$ cat config.mk
export PLATFORM = sky130hd
export DESIGN_NAME = mcp4725_i2c_stream_flat
export DESIGN_NICKNAME = d
export VERILOG_FILES = /design/src/rtl/mcp4725_i2c_stream_if.sv /design/src/rtl/mcp4725_i2c_stream.sv /design/src/flat_wrapper.sv
export SDC_FILE = /design/constraint.sdc
export NUM_CORES = 1
export LEC_CHECK = 0
export BUFFER_PORTS_ARGS = -buffer_cell sky130_fd_sc_hd__buf_2
export CAP_MARGIN = 25
export CORE_ASPECT_RATIO = 1.1
export CORE_MARGIN = 4
export CORE_UTILIZATION = 40
export DETAILED_ROUTE_END_ITERATION = 10
export GPL_TIMING_DRIVEN = 0
export PLACE_DENSITY_LB_ADDON = 0.08
export SLEW_MARGIN = 15
export SYNTH_ARGS = -nofsm -noshare
export SYNTH_HDL_FRONTEND = slang
export SYNTH_SLANG_ARGS = --single-unit
export TNS_END_PERCENT = 30
$ cat constraint.sdc
create_clock -name clk -period 2.4 [get_ports clk]
set_input_delay 0.72 -clock clk [delete_from_list [all_inputs] [get_ports clk]]
set_output_delay 0.72 -clock clk [all_outputs]
set_load 0.01 [all_outputs]
$ cat src/rtl/mcp4725_i2c_stream_if.sv
// Sample stream and open-drain I2C bus bundle for the MCP4725 streamer.
// slave = the streamer; master = sample source plus pad/slave side.
interface mcp4725_i2c_stream_if;
  logic        s_valid;
  logic        s_ready;
  logic [11:0] s_data;
  logic [1:0]  s_pd;
  logic        scl_oe;
  logic        sda_oe;
  logic        sda_in;
  logic        busy;
  logic        done;
  logic        nack;

  modport slave (
    input  s_valid, s_data, s_pd, sda_in,
    output s_ready, scl_oe, sda_oe, busy, done, nack
  );

  modport master (
    output s_valid, s_data, s_pd, sda_in,
    input  s_ready, scl_oe, sda_oe, busy, done, nack
  );
endinterface

$ cat src/rtl/mcp4725_i2c_stream.sv
// Streams 12-bit samples to an MCP4725 with Fast-Mode writes over
// open-drain SCL/SDA; optional burst chaining of back-to-back samples.
module mcp4725_i2c_stream #(
  parameter int         CLK_DIV = 32,
  parameter logic [6:0] ADDR    = 7'h60,
  parameter bit         BURST   = 1'b1
) (
  input logic                 clk,
  input logic                 rst_n,
  mcp4725_i2c_stream_if.slave bus
);

  typedef enum logic [1:0] {IDLE, START, BITS, STOP} state_e;

  localparam logic [9:0] DIV_M1 = 10'(CLK_DIV - 1);

  state_e      st_q;
  logic [9:0]  cnt_q;
  logic [1:0]  qtr_q;
  logic [3:0]  bit_q;
  logic [1:0]  byte_q;
  logic [11:0] data_q;
  logic [1:0]  pd_q;
  logic        pend_q;
  logic        nackf_q;
  logic        scl_q;
  logic        sda_q;
  logic        rdy_q;
  logic        busy_q;
  logic        done_q;
  logic        nack_q;

  function automatic logic frame_bit(
    input logic [1:0]  idx,
    input logic [2:0]  pos,
    input logic [11:0] d,
    input logic [1:0]  pd
  );
    logic [7:0] b;
    case (idx)
      2'd0:    b = {ADDR, 1'b0};
      2'd1:    b = {2'b00, pd, d[11:8]};
      default: b = d[7:0];
    endcase
    return b[pos];
  endfunction

  logic        tick_d;
  logic        hs_d;
  logic [11:0] data_d;
  logic [1:0]  pd_d;
  logic [3:0]  nbit_d;
  logic [2:0]  bidx_d;
  logic        cur_d;
  logic        nxt_d;
  logic        b1_d;

  always_comb begin
    tick_d = (st_q != IDLE) && (cnt_q == DIV_M1);
    hs_d   = bus.s_valid && rdy_q;
    data_d = hs_d ? bus.s_data : data_q;
    pd_d   = hs_d ? bus.s_pd : pd_q;
    nbit_d = bit_q + 4'd1;
    bidx_d = 3'(4'd7 - nbit_d);
    cur_d  = frame_bit(byte_q, bidx_d, data_q, pd_q);
    nxt_d  = frame_bit(byte_q + 2'd1, 3'd7, data_q, pd_q);
    b1_d   = frame_bit(2'd1, 3'd7, data_d, pd_d);
  end

  always_ff @(posedge clk or negedge rst_n) begin
    if (!rst_n) begin
      st_q    <= IDLE;
      cnt_q   <= '0;
      qtr_q   <= '0;
      bit_q   <= '0;
      byte_q  <= '0;
      data_q  <= '0;
      pd_q    <= '0;
      pend_q  <= 1'b0;
      nackf_q <= 1'b0;
      scl_q   <= 1'b0;
      sda_q   <= 1'b0;
      rdy_q   <= 1'b1;
      busy_q  <= 1'b0;
      done_q  <= 1'b0;
      nack_q  <= 1'b0;
    end else begin
      done_q <= 1'b0;
      nack_q <= 1'b0;
      if (hs_d) begin
        data_q <= bus.s_data;
        pd_q   <= bus.s_pd;
        rdy_q  <= 1'b0;
      end
      if (st_q == IDLE) begin
        cnt_q <= '0;
      end else begin
        cnt_q <= tick_d ? '0 : cnt_q + 10'd1;
      end
      case (st_q)
        IDLE: begin
          if (hs_d) begin
            st_q    <= START;
            busy_q  <= 1'b1;
            sda_q   <= 1'b1;
            scl_q   <= 1'b0;
            qtr_q   <= '0;
            nackf_q <= 1'b0;
            pend_q  <= 1'b0;
          end
        end
        START: begin
          if (tick_d) begin
            if (qtr_q == 2'd0) begin
              qtr_q <= 2'd1;
              scl_q <= 1'b1;
            end else begin
              st_q   <= BITS;
              qtr_q  <= '0;
              byte_q <= '0;
              bit_q  <= '0;
              sda_q  <= ~ADDR[6];
            end
          end
        end
        BITS: begin
          // a burst sample arriving in the q3 window waits for the tick
          if (hs_d) pend_q <= 1'b1;
          if (tick_d) begin
            qtr_q <= qtr_q + 2'd1;
            case (qtr_q)
              2'd1: scl_q <= 1'b0;
              2'd2: begin
                if (bit_q == 4'd8) begin
                  if (bus.sda_in) begin
                    nack_q  <= 1'b1;
                    nackf_q <= 1'b1;
                  end else if (BURST && byte_q == 2'd2) begin
                    rdy_q <= 1'b1;
                  end
                end
              end
              2'd3: begin
                scl_q <= 1'b1;
                if (bit_q != 4'd8) begin
                  bit_q <= nbit_d;
                  sda_q <= (nbit_d == 4'd8) ? 1'b0 : ~cur_d;
                end else if (nackf_q) begin
                  st_q  <= STOP;
                  sda_q <= 1'b1;
                end else if (byte_q != 2'd2) begin
                  byte_q <= byte_q + 2'd1;
                  bit_q  <= '0;
                  sda_q  <= ~nxt_d;
                end else begin
                  done_q <= 1'b1;
                  if (pend_q || hs_d) begin
                    byte_q <= 2'd1;
                    bit_q  <= '0;
                    pend_q <= 1'b0;
                    sda_q  <= ~b1_d;
                  end else begin
                    st_q  <= STOP;
                    sda_q <= 1'b1;
                    rdy_q <= 1'b0;
                  end
                end
              end
              default: ;
            endcase
          end
        end
        STOP: begin
          if (tick_d) begin
            qtr_q <= qtr_q + 2'd1;
            case (qtr_q)
              2'd0: scl_q <= 1'b0;
              2'd1: sda_q <= 1'b0;
              default: begin
                st_q   <= IDLE;
                qtr_q  <= '0;
                busy_q <= 1'b0;
                rdy_q  <= 1'b1;
              end
            endcase
          end
        end
        default: st_q <= IDLE;
      endcase
    end
  end

  assign bus.s_ready = rdy_q;
  assign bus.scl_oe  = scl_q;
  assign bus.sda_oe  = sda_q;
  assign bus.busy    = busy_q;
  assign bus.done    = done_q;
  assign bus.nack    = nack_q;

endmodule

$ cat src/flat_wrapper.sv
// flat-port wrapper written by rule: the top's interface ports become plain ports
module mcp4725_i2c_stream_flat 
#(
  parameter int         CLK_DIV = 32,
  parameter logic [6:0] ADDR    = 7'h60,
  parameter bit         BURST   = 1'b1
)
  (clk, rst_n, bus_s_valid, bus_s_data, bus_s_pd, bus_sda_in, bus_s_ready, bus_scl_oe, bus_sda_oe, bus_busy, bus_done, bus_nack);
  mcp4725_i2c_stream_if bus_i ();
  input logic clk;
  input logic rst_n;
  input wire logic [$bits(bus_i.s_valid)-1:0] bus_s_valid;
  input wire logic [$bits(bus_i.s_data)-1:0] bus_s_data;
  input wire logic [$bits(bus_i.s_pd)-1:0] bus_s_pd;
  input wire logic [$bits(bus_i.sda_in)-1:0] bus_sda_in;
  output wire logic [$bits(bus_i.s_ready)-1:0] bus_s_ready;
  output wire logic [$bits(bus_i.scl_oe)-1:0] bus_scl_oe;
  output wire logic [$bits(bus_i.sda_oe)-1:0] bus_sda_oe;
  output wire logic [$bits(bus_i.busy)-1:0] bus_busy;
  output wire logic [$bits(bus_i.done)-1:0] bus_done;
  output wire logic [$bits(bus_i.nack)-1:0] bus_nack;
  assign bus_i.s_valid = bus_s_valid;
  assign bus_i.s_data = bus_s_data;
  assign bus_i.s_pd = bus_s_pd;
  assign bus_i.sda_in = bus_sda_in;
  assign bus_s_ready = bus_i.s_ready;
  assign bus_scl_oe = bus_i.scl_oe;
  assign bus_sda_oe = bus_i.sda_oe;
  assign bus_busy = bus_i.busy;
  assign bus_done = bus_i.done;
  assign bus_nack = bus_i.nack;
  mcp4725_i2c_stream #(.CLK_DIV(CLK_DIV), .ADDR(ADDR), .BURST(BURST)) u_core (.clk(clk), .rst_n(rst_n), .bus(bus_i));
endmodule
==> results.py <==
metrics = {
    "setup_path": {
        "cp-start-kind": "flip-flop",
        "cp.depth": 8,
        "cpPeakStageDelay_ps": 480,
        "arrival_ps": 2390,
        "crit_required_ps": 2570,
        "cp-end-kind": "flip-flop",
        "rr_worst_depth": 8,
        "cp_slowest_cell": "or3b_2",
        "cp.buffers_inverters": 2,
        "worst-path-max-fanout": 10,
        "crit_family": "compound AO/OA/AOI/OAI gates",
        "crit_chain": "inv_1, ha_1, clkbuf_1, or3b_2, a221oi_1, o21ai_0, o211ai_1, a2bb2oi_1",
        "worstSetupPathType": "reg2reg",
    },
    "final_layout": {
        "fin_area_mm2": 0.00272,
        "syn_to_final_growth_pct": 14.8,
        "fin_nets": 298,
        "finalNonFillerCells": 343,
        "drive_above_1_share": 0.207,
        "fillers": 553,
        "final_common_cell": "dfrtp_1",
        "diodes": 0,
        "layout_common_cells": "dfrtp_1 (41), buf_2 (23), nor2_1 (20)",
    },
    "grt": {
        "antenna_found_initial": 0,
        "top_usage_layer": "met2",
        "track_usage": 0.152,
        "met1_usage": 0.205,
        "grt-ovfl-total": 0,
        "first_global_vias": 1755,
        "grtUsageMet3": 0.0244,
        "met2_usage": 0.237,
        "grt_pass1_wl_um": 8310,
        "grt_max_degree": 43,
    },
    "sta": {
        "drv_slew": 0,
        "hold-worst-slack_ps": 395,
        "setup_tns_ps": 0,
        "skew_ps": 6.26,
        "max_freq_mhz": 451,
        "finalHoldViolations": 0,
        "relSlewSlack": 0.623,
        "worstMarginPinSlew_ps": 561,
        "finalCritPeriodShare": 0.924,
        "final-setup-viol-count": 0,
        "rsz0062_at_grt": "false",
        "fin_crit_ps": 2220,
    },
    "synthesis": {
        "synth_top_area_share": 0.432,
        "synthFlopType": "dfrtp_1",
        "synthArstFlopShare": 1.00,
        "synth_top_area_cell": "dfrtp_1",
        "synth.net_count": 267,
        "seq_area_frac_synth": 0.443,
        "netlist_instances": 234,
        "ys_warn_count": 0,
        "synth_seq_cells": 42,
        "synth_edf_count": 0,
        "synth.distinct_cells": 48,
        "synth_area_mm2": 0.00237,
        "synth_area_per_cell_um2": 10.1,
        "synth.area.top_cells": "dfrtp_1 (43%), ha_1 (7.9%), mux2_2 (7.1%)",
    },
    "die": {
        "die_area_mm2": 0.00723,
        "start_util": 0.411,
        "core_mm2": 0.00577,
        "die_width_um": 81.4,
        "rows": 29,
        "pin_count": 24,
        "die_h_um": 88.8,
    },
    "power_and_ir_drop": {
        "power.leakage_nw": 1.25,
        "powerDensity_mw_per_mm2": 477,
        "ir_drop_v": 0.000253,
    },
    "clocking": {
        "tritoncts": "yes",
        "clkLatencyLatePin_ps": 290,
        "clock_path_buffers": 2,
        "root_buffer": "clkbuf_8",
        "numCtsBuffers": 5,
        "postCtsHoldBufs": 0,
        "cts_sinks": 42,
        "clk_pin_slew_ps": 80,
        "htree_levels": 2,
    },
    "run": {
        "cap_violations": 0,
    },
    "place": {
        "place_area_mm2": 0.00258,
        "dp.cells": 334,
        "gp_congestion": 0.814,
        "dpl.hpwl_um": 3540,
        "portBuffers": 23,
    },
    "route": {
        "drt-total-wl_um": 4900,
        "dr.pass1.iters": 5,
        "wl_per_cell_um": 14.3,
        "drt_drc_violations_left": 0,
        "ant_nets": 0,
        "first_iter_violations": 53,
        "dr_total_vias": 1764,
        "via_per_inst": 5.14,
    },
    "worst_hold_path": {
        "hold_path_class": "in2async",
    },
    "outcome": {
        "outcome": "finished clean",
    },
}
per-layer routing:
metal  vias to the layer above  part of all wire
met5                         -                 0
met4                         0             0.020
met3                         8             0.043
met2                        42              0.44
met1                       825              0.49
li1                        889                 -
power by group:
group	switching, mW	total [mW]	internal (mW)
Sequential	0	0.707	0.707
Clock	0.247	0.559	0.312
Combinational	0.0186	0.0334	0.0148
per-stage QoR:
| stage | util | total power [mW] | setup WS (ps) |
|---|---|---|---|
| after detailed placement | 0.448 | 0.751 | 176 |
| after global routing | 0.472 | 1.34 | 16.9 |
| final | 0.472 | 1.30 | 182 |
| after floorplan | - | 0.722 | 400 |
| after CTS | 0.466 | 1.32 | 144 |
| after global placement | 0.448 | 0.750 | 185 |
what timing repair did:
item,4_1_cts,5_1_grt
resized for setup,0,1
setup endpoints to repair,0,1
setup buffers,0,0
endpoints found under the hold margin,0,0
sequential cells by signal, summed over array words and instances (netlist names), 2 cells and up:
register,count
u_core.cnt_q,10
u_core.bit_q,4
u_core.pd_q,2
u_core.qtr_q,2
u_core.byte_q,2
u_core.st_q,2
u_core.data_q,12
worst reg2reg max path: cells and delay by family, from the launching register on:
family          cells  cell delay (ps)
buf+inv             2              320
fa+ha+maj           1              240
flops               1              400
compound gates      4              660
simple gates        1              480
final timing paths:
check / from / slack [ps] / endpoint
min: rst_n / 390 / u_core.pend_q
max: u_core.byte_q[1] / 180 / u_core.bus.sda_oe
min in group clk: u_core.cnt_q[0] / 490 / u_core.cnt_q[0]
max reg2reg: u_core.byte_q[1] / 180 / u_core.bus.sda_oe
max in group asynchronous: rst_n / 1520 / u_core.cnt_q[9]
min reg2reg: u_core.cnt_q[0] / 490 / u_core.cnt_q[0]
synthesized netlist by cell type, types with 4 or more instances:
cell type and n:
inv_1 13, a21oi_1 14, o21ai_0 17, xor2_1 4, mux2i_1 4, ha_1 15
nor2_1 20, nand2_1 17, dfrtp_1 41, nand2b_1 5, xnor2_1 6, nand3_1 4
clkbuf_1 7, nor3b_1 4, mux2_2 15
layout make-up:
cell class	instances	area (um2)	share of cell area
multi-input combinational	172	1250	0.459
sequential	42	1050	0.386
timing repair buffer	24	143	0.0524
tap	77	96.3	0.0354
clock buffer	7	76.3	0.0280
inverter	13	48.8	0.0179
clock inverter	1	30.0	0.0110
buffer	7	26.3	0.00965
kinds of logic after synthesis:
family,after synthesis,synth area share
buffers and inverters,20,0.0316
adders and majority gates,15,0.0791
AOI/OAI and AO/OA,53,0.138
muxes,21,0.104
and+or+nand+nor,73,0.167
DFF,42,0.443
xor gates and xnor gates,10,0.0369
No activity file was read; power rests on OpenSTA's default activity.
